**config.mk**
```make
export PLATFORM = sky130hd
export DESIGN_NAME = gray_step_counter
export DESIGN_NICKNAME = d
export VERILOG_FILES = /design/src/rtl/gray_step_counter.sv
export SDC_FILE = /design/constraint.sdc
export NUM_CORES = 1
export LEC_CHECK = 0
export CORE_ASPECT_RATIO = 0.7
export CORE_MARGIN = 2
export CORE_UTILIZATION = 49
export CTS_BUF_LIST = sky130_fd_sc_hd__clkbuf_4 sky130_fd_sc_hd__clkbuf_8 sky130_fd_sc_hd__clkbuf_16
export DETAILED_ROUTE_END_ITERATION = 6
export PLACE_DENSITY = 0.81
export SYNTH_ARGS = -nofsm -noshare
export SYNTH_HDL_FRONTEND = slang
export SYNTH_SLANG_ARGS = --single-unit
```
**constraint.sdc**
```tcl
create_clock -name clk -period 4.9 [get_ports clk]
set_clock_uncertainty 0.05 [all_clocks]
set_input_delay 0.98 -clock clk [delete_from_list [all_inputs] [get_ports clk]]
set_output_delay 0.98 -clock clk [all_outputs]
set_load 0.02 [all_outputs]
```
**src/rtl/gray_step_counter.sv**
```systemverilog
// Registered up/down counter that exposes its binary count as reflected Gray code.
// Optional terminal-count pulse output tc is enabled by defining GRAY_CNT_TC_EN.
module gray_step_counter #(
  parameter int WIDTH = 8,
  parameter bit WRAP  = 1'b1
) (
  input  logic             clk,
  input  logic             rst,
  input  logic             en,
  input  logic             up_dn,
  input  logic             load,
  input  logic [WIDTH-1:0] load_val,
  output logic [WIDTH-1:0] gray_out,
  output logic [WIDTH-1:0] bin_cnt
`ifdef GRAY_CNT_TC_EN
  ,
  output logic             tc
`endif
);

  localparam logic [WIDTH-1:0] ONE  = {{(WIDTH-1){1'b0}}, 1'b1};
  localparam logic [WIDTH-1:0] MAXV = {WIDTH{1'b1}};

  logic [WIDTH-1:0] bin_q, bin_d;
  logic [WIDTH-1:0] gray_q, gray_d;
  logic             at_max, at_zero;

  assign at_max  = (bin_q == MAXV);
  assign at_zero = (bin_q == '0);

  always_comb begin
    bin_d = bin_q;
    if (load) begin
      bin_d = load_val;
    end else if (en) begin
      if (up_dn) begin
        if (WRAP || !at_max) bin_d = bin_q + ONE;
      end else begin
        if (WRAP || !at_zero) bin_d = bin_q - ONE;
      end
    end
    // Encode the next state so the Gray register flips a single bit per step
    gray_d = bin_d ^ (bin_d >> 1);
  end

  always_ff @(posedge clk) begin
    if (rst) begin
      bin_q  <= '0;
      gray_q <= '0;
    end else begin
      bin_q  <= bin_d;
      gray_q <= gray_d;
    end
  end

  assign bin_cnt  = bin_q;
  assign gray_out = gray_q;

`ifdef GRAY_CNT_TC_EN
  logic cross_d;
  logic tc_q;

  // A boundary crossing counts whether it wraps or is blocked by saturation
  assign cross_d = !load && en && (up_dn ? at_max : at_zero);

  always_ff @(posedge clk) begin
    if (rst) tc_q <= 1'b0;
    else     tc_q <= cross_d;
  end

  assign tc = tc_q;
`endif

endmodule

```
* Yosys cells after proc, flatten, opt, wreduce, memory -nomap -nowiden
Cells that the tools add are included.
W data, S select, Z words.
** Word-level totals
- Register bits :: 16
- Latch bits :: 0
- RAM bits :: 0
- Output and inout bits :: 16
- Memory bits (read-only) :: 0
- Memories kept :: 0
** Cells by class
- Reduce and logical (&&, ||, !) cells :: 0
- $lt $le $gt $ge :: 0
- Div/mod/pow operators :: 0
- Mux-type cells :: 3
- $mul :: 0
- $add $sub $neg :: 2
- Eq/ne operators :: 0
- Bitwise gates (word level) :: 1
- Shifts and indexed selects :: 0
** Operators with widths (number)
- $mux W8 :: 3
- $add A8 B1 Y8 const B :: 1
- $sub A8 B1 Y8 const B :: 1
- $xor A8 B7 Y8 :: 1

* Depth between registers and ports, before layout
Gate-level depths: netlist (run 1).
- Depth in word-level cells :: 5
- Mapped depth :: 8

* Least setup slack after synthesis (run 1)
Ideal clock, no wire load.
- Path kind :: input port to flip-flop
- Start point :: input port up_dn
- End point :: register gray_q[4] (netlist: gray_out[4])
- Slack :: 2.130 ns
- Data required time :: 4.724 ns
- Arrival :: 2.594 ns
- Stages :: 8
- Path buffers :: 0
- Setup time :: 0.126 ns
- Path through :: inv_1 -> ha_1 -> nor2b_4 -> or3_1 -> a221o_1 -> a21oi_2 -> xor2_1 -> nor2_1
** On the way
- Cells in the longest elaborated chain, start to end :: 4
** Ends and longest elaborated chain
- start: declaration :: line 10 : input logic up_dn,
- $mux W8 :: line 36 : if (up_dn) begin
- $mux W8 :: line 35 : end else if (en) begin
- $mux W8 :: line 33 : if (load) begin
- $xor A8 B7 Y8 :: line 43 : gray_d = bin_d ^ (bin_d >> 1);
- end signal: assignment :: line 52 : gray_q <= gray_d;
- end: declaration :: line 25 : logic [WIDTH-1:0] gray_q, gray_d;
Every way passes these cells.
A chain may end at the register's enable or synchronous reset.

* Final worst setup path (run 1)
- Start point :: input port up_dn
- End point :: register gray_q[3] (netlist: gray_out[3])
Same word-level chain as after synthesis.

==> impl_metrics.json, run 1 <==
{
  "status": "complete, no violations",
  "tns_ns": 0,
  "hp-class": "flip-flop to flip-flop",
  "met1_usage_pct": 23.8,
  "period_share_pct": 65.8,
  "post_cts_buffers": 0,
  "synthesis.area_um2": 960,
  "powerDensity_nw_per_um2": 294,
  "cp.arrival_ns": 3.33,
  "max_freq_mhz": 310,
  "startpoint": "up_dn",
  "route.detailed.drc": 0,
  "syn_avg_cell_area_um2": 8.97,
  "postCtsResizedCells": 0,
  "gr-usage-met2_pct": 39.1,
  "final-max-slew-violation-count": 0,
  "first_global_vias": 785,
  "diodes": 0,
  "regToRegSetupSlack_ns": 2.80,
  "drt_iter0_drc": 15,
  "dp.cells": 152,
  "cts_hold_buf": 0,
  "routed_wl_um": 2220,
  "grt_pass1_wl_um": 3470,
  "synth_edf_count": 0,
  "grt.busiest_layer": "met2",
  "ioPinCount": 29,
  "wl_per_cell_um": 14.2,
  "period_needed_ns": 3.23,
  "slew-limit-headroom_pct": 52.5,
  "die_w_um": 56.9,
  "hold_viol": 0,
  "synth_cell_types": 41,
  "worstSkewPairLatency_ns": 0.27,
  "clock_tree.root_cell": "clkbuf_4",
  "grt_overflow": 0,
  "drive_above_1_share_pct": 8.21,
  "final_cell_mix": "28 x clkdlybuf4s50_1, 18 x nor2_1, 15 x dfxtp_1",
  "rsz0062_at_grt": "no",
  "stdcell_area_um2": 1250,
  "synth_top_area_cell": "dfxtp_1",
  "p_total_w": 0.000366,
  "num_vias": 853,
  "yosys-top-cells-area": "dfxtp_1 31%, ha_1 7.8%, xnor2_1 7.3%",
  "ys_warn_count": 0,
  "dieHeight_um": 41.0,
  "worstPathMaxFanout": 8,
  "dp_hpwl_um": 1750,
  "crit_end": "gray_out[3]$_SDFF_PP0_",
  "grt_usage_pct": 20.2,
  "synth_top_cell_area_share_pct": 31.3,
  "h-tree-depth": 1,
  "place_area_um2": 1220,
  "dieArea_um2": 2330,
  "cap_viol_max_count": 0,
  "syn_inst": 107,
  "r2r_start": "bin_cnt[0]$_SDFF_PP0_",
  "num_rows": 13,
  "initial_core_util_pct": 51.8,
  "critPathLaunchType": "input port",
  "synthToLayoutAreaGrowth_pct": 30.0,
  "ys_ff_latch": 15,
  "grt_max_degree": 21,
  "vias_per_cell": 5.47,
  "r2r_cells": 8,
  "worstSetupPathType": "input port to flip-flop",
  "cts_tree": "built",
  "dr.pass1.iters": 4,
  "path_clk_slew_ns": 0.09,
  "clockBufferDepth": 2,
  "layout_commonest_cell": "clkdlybuf4s50_1",
  "worst_slew_pin_slew_ns": 0.711,
  "coreArea_um2": 1850,
  "fin_cells": 156,
  "endpoint_kind": "flip-flop",
  "cts-buffers-inserted": 3,
  "critPathRequiredTime_ns": 5.01,
  "r2r_end": "gray_out[3]$_SDFF_PP0_",
  "gp_congestion": 0.834,
  "peakVddDrop_mv": 0.255,
  "antenna_found_initial": 0,
  "leakage_nw": 0.493,
  "setup_viol": 0,
  "grt.met3_usage_pct": 6.94,
  "synth_seq_area_share_pct": 31.3,
  "syn-num-nets": 127,
  "synthArstFlopShare_pct": 0,
  "cts.sinks": 15,
  "yosys_most_used_dff": "dfxtp_1",
  "hold_slack_ns": 0.664,
  "portBuffers": 28,
  "finalNetCount": 155,
  "ant_nets": 0
}
critical path: stages:
cell and delay [ns]:
clkdlybuf4s50_1 0.55, inv_1 0.18, ha_1 0.39, nor2b_4 0.15
or3_1 0.30, a221o_1 0.36, a21oi_2 0.20, xor2_1 0.17
nor2_1 0.05
Yosys cell counts, types with 2 or more instances:
cell     instances
o21a_1           2
xor2_1           3
ha_1             6
mux2i_1          3
inv_1            2
o21ai_0          2
nor4_1           2
nor3b_1          3
nor2_1          18
xnor2_1          8
buf_4            2
or3_1            2
a21oi_1         10
nor2b_1          2
dfxtp_1         15
buf_6            2
kinds of logic (layout without fill, tap and decap cells):
family	Yosys count	in the layout	synth area share (%)
flip-flops	15	15	31.3
AO/OA/AOI/OAI	28	28	20.1
multiplexers	3	3	3.13
adder cells (fa/ha/maj)	7	7	9.91
AND/OR/NAND/NOR	34	34	18.5
XOR/XNOR	11	11	10.0
buffers and inverters	9	36	7.04
registers in the layout, indices dropped and copies added, names as in the netlist:
register  count
bin_cnt       8
gray_out      7
area by class of cell:
cell class | count | area [µm²]
fillers | 164 | 607
clock buffers | 4 | 30.0
repair buffers | 28 | 280
flip-flops and latches | 15 | 300
well taps | 22 | 27.5
inverters | 4 | 17.5
multi-input cells | 83 | 592
worst min-delay path by stage:
stage / from / end / slack, ns / cells after the start
2_1_floorplan: bin_cnt[7]$_SDFF_PP0_ / bin_cnt[7]$_SDFF_PP0_ / 0.70 / 2
3_3_place_gp: bin_cnt[3]$_SDFF_PP0_ / bin_cnt[3]$_SDFF_PP0_ / 0.63 / 3
3_5_place_dp: bin_cnt[5]$_SDFF_PP0_ / bin_cnt[5]$_SDFF_PP0_ / 0.65 / 3
4_1_cts: bin_cnt[3]$_SDFF_PP0_ / bin_cnt[3]$_SDFF_PP0_ / 0.67 / 3
5_1_grt: bin_cnt[3]$_SDFF_PP0_ / bin_cnt[3]$_SDFF_PP0_ / 0.72 / 3
6_report: bin_cnt[3]$_SDFF_PP0_ / bin_cnt[3]$_SDFF_PP0_ / 0.66 / 3
routing by layer:
metal / wire length (µm) / part of all wire (%)
met3: 143 / 6.5
met5: 0 / 0
met1: 1050 / 47
met2: 1020 / 46
met4: 0 / 0
power breakdown:
part	switching, W	leakage, nW	internal (W)
Sequential	0.00000869	0.125	0.000137
Combinational	0.0000746	0.350	0.0000721
Clock	0.0000372	0.0184	0.0000371
stage by stage:
step                      utilization [%]  setup slack (ns)
after floorplan                         -              2.13
after global placement               65.7              1.45
after detailed placement             65.7              1.38
after CTS                            67.3              1.67
after global routing                 67.3              1.55
final                                67.3              1.67
Power figures use the tool's default switching activity.
==> inputs of run 2 (changes only) <==
- CORE_UTILIZATION: 49 -> 46
- PLACE_DENSITY: 0.81 -> 0.77
- clock period: 4.9 -> 3 ns (I/O delays scaled with it)
==> impl_metrics.json, run 2 (synthesis results as in run 1) <==
{
  "period_share_pct": 87.2,
  "slew-limit-headroom_pct": 65.3,
  "hold_depth": 3,
  "diodes": 0,
  "finalNetCount": 162,
  "stdcell_area_um2": 1300,
  "rsz0062_at_grt": "no",
  "routed_wl_um": 2410,
  "hp-class": "flip-flop to flip-flop",
  "cts_tree": "built",
  "path_clk_slew_ns": 0.10,
  "final_cell_mix": "28 x clkdlybuf4s50_1, 18 x nor2_1, 15 x dfxtp_1",
  "grt_overflow": 0,
  "worstPathMaxFanout": 3,
  "postCtsResizedCells": 0,
  "endpoint_kind": "flip-flop",
  "path_cells": "clkdlybuf4s50_1 -> inv_1 -> ha_1 -> nor2b_4 -> or3_1 -> a221o_1 -> a21oi_2 -> xor2_1 -> nor2_1",
  "path_delay_family": "compound AO/OA/AOI/OAI gates",
  "r2r_cells": 8,
  "fillCellCount": 178,
  "r2r_end": "gray_out[3]$_SDFF_PP0_",
  "dp_hpwl_um": 1970,
  "grt_usage_pct": 21.1,
  "largest_register_ff_count": 8,
  "worst_slew_pin_slew_ns": 0.519,
  "worstSetupPathType": "input port to flip-flop",
  "hold_start": "bin_cnt[3]$_SDFF_PP0_",
  "cp.arrival_ns": 2.73,
  "status": "complete, but fails checks",
  "critPathRequiredTime_ns": 3.12,
  "wl_per_cell_um": 14.8,
  "portBuffers": 28,
  "antenna_found_initial": 0,
  "die_w_um": 58.6,
  "grt_max_degree": 16,
  "setup_viol": 0,
  "drive_above_1_share_pct": 12.8,
  "clock_tree.root_cell": "clkbuf_4",
  "period_needed_ns": 2.62,
  "place_area_um2": 1270,
  "dr.pass1.iters": 6,
  "dieArea_um2": 2470,
  "cts.sinks": 15,
  "cts_hold_buf": 0,
  "regToRegSetupSlack_ns": 0.83,
  "tns_ns": 0,
  "num_vias": 903,
  "h-tree-depth": 1,
  "p_total_w": 0.000609,
  "worstSkewPairLatency_ns": 0.28,
  "path_buf_inv": 2,
  "max_freq_mhz": 382,
  "peakVddDrop_mv": 0.305,
  "hold_viol": 0,
  "ioPinCount": 29,
  "initial_core_util_pct": 50.0,
  "final-max-slew-violation-count": 0,
  "drt_iter0_drc": 55,
  "route.detailed.drc": 2,
  "vias_per_cell": 5.54,
  "r2r_start": "bin_cnt[0]$_SDFF_PP0_",
  "post_cts_buffers": 0,
  "layout_commonest_cell": "clkdlybuf4s50_1",
  "failed_checks": "DRC",
  "dieHeight_um": 42.2,
  "critPathMaxStageDelay_ns": 0.48,
  "cap_viol_max_count": 0,
  "coreArea_um2": 1920,
  "crit_cells": 9,
  "leakage_nw": 0.523,
  "ant_nets": 0,
  "critPathLaunchType": "input port",
  "gp_congestion": 0.837,
  "cp_slowest_cell": "clkdlybuf4s50_1",
  "worstHoldEndpoint": "bin_cnt[3]$_SDFF_PP0_",
  "first_global_vias": 871,
  "synthToLayoutAreaGrowth_pct": 35.5,
  "clockBufferDepth": 2,
  "cts-buffers-inserted": 3,
  "num_rows": 13,
  "grt_pass1_wl_um": 3970,
  "powerDensity_nw_per_um2": 469
}
run 2: cell count changes in the layout (fill, tap and decap cells not counted), sizes merged:
cell      before  now
clkinvlp       0    1
buf            0    7
clkbuf         4    3
run 2: worst max-delay path by stage:
stage / start / to / slack, ns
after CTS: up_dn / gray_out[3]$_SDFF_PP0_ / 0.37
after global routing: up_dn / gray_out[5]$_SDFF_PP0_ / 0.25
after floorplan: up_dn / gray_out[4]$_SDFF_PP0_ / 0.61
after detailed placement: up_dn / gray_out[3]$_SDFF_PP0_ / 0.08
final: up_dn / gray_out[3]$_SDFF_PP0_ / 0.38
after global placement: up_dn / gray_out[5]$_SDFF_PP0_ / 0.15
run 2: metrics by stage:
step                util (%)  hold WS, ns  setup WS [ns]  cells
floorplan                  -        0.619          0.610    107
global placement        66.2        0.647          0.149    159
detailed placement      66.2        0.647         0.0751    159
CTS                     67.7        0.669          0.374    163
global route            67.7        0.712          0.245    163
finish                  67.7        0.661          0.384    163
run 2: metal layers:
metal / GRT usage, % / share of wire (%) / vias to the layer above / wire [µm]
met5: 0 / 0 / - / 0
met4: 6.36 / 0 / 0 / 0
met3: 4.94 / 5.4 / 0 / 130
met2: 33.9 / 47 / 26 / 1140
met1: 28.1 / 47 / 427 / 1140
li1: - / - / 450 / -
run 2: worst min-delay path, stage by stage, from the launching register on:
cell	delay (ns)
dfxtp_1	0.38
a22o_2	0.14
a21oi_1	0.07
nor2_1	0.08
run 2: layout make-up:
type                       count  area [µm²]  area share, %
sequential                    15         300           23.1
multi-input combinational     83         592           45.5
timing repair buffer          35         333           25.6
inverter                       4        17.5           1.35
clock inverter                 1        7.51          0.577
clock buffer                   3        22.5           1.73
tap                           22        27.5           2.12
run 2: where the power goes:
part           total (W)  internal (W)  switching [W]
Sequential      0.000238      0.000223      0.0000147
Combinational   0.000254      0.000126       0.000128
Clock           0.000118     0.0000507      0.0000669
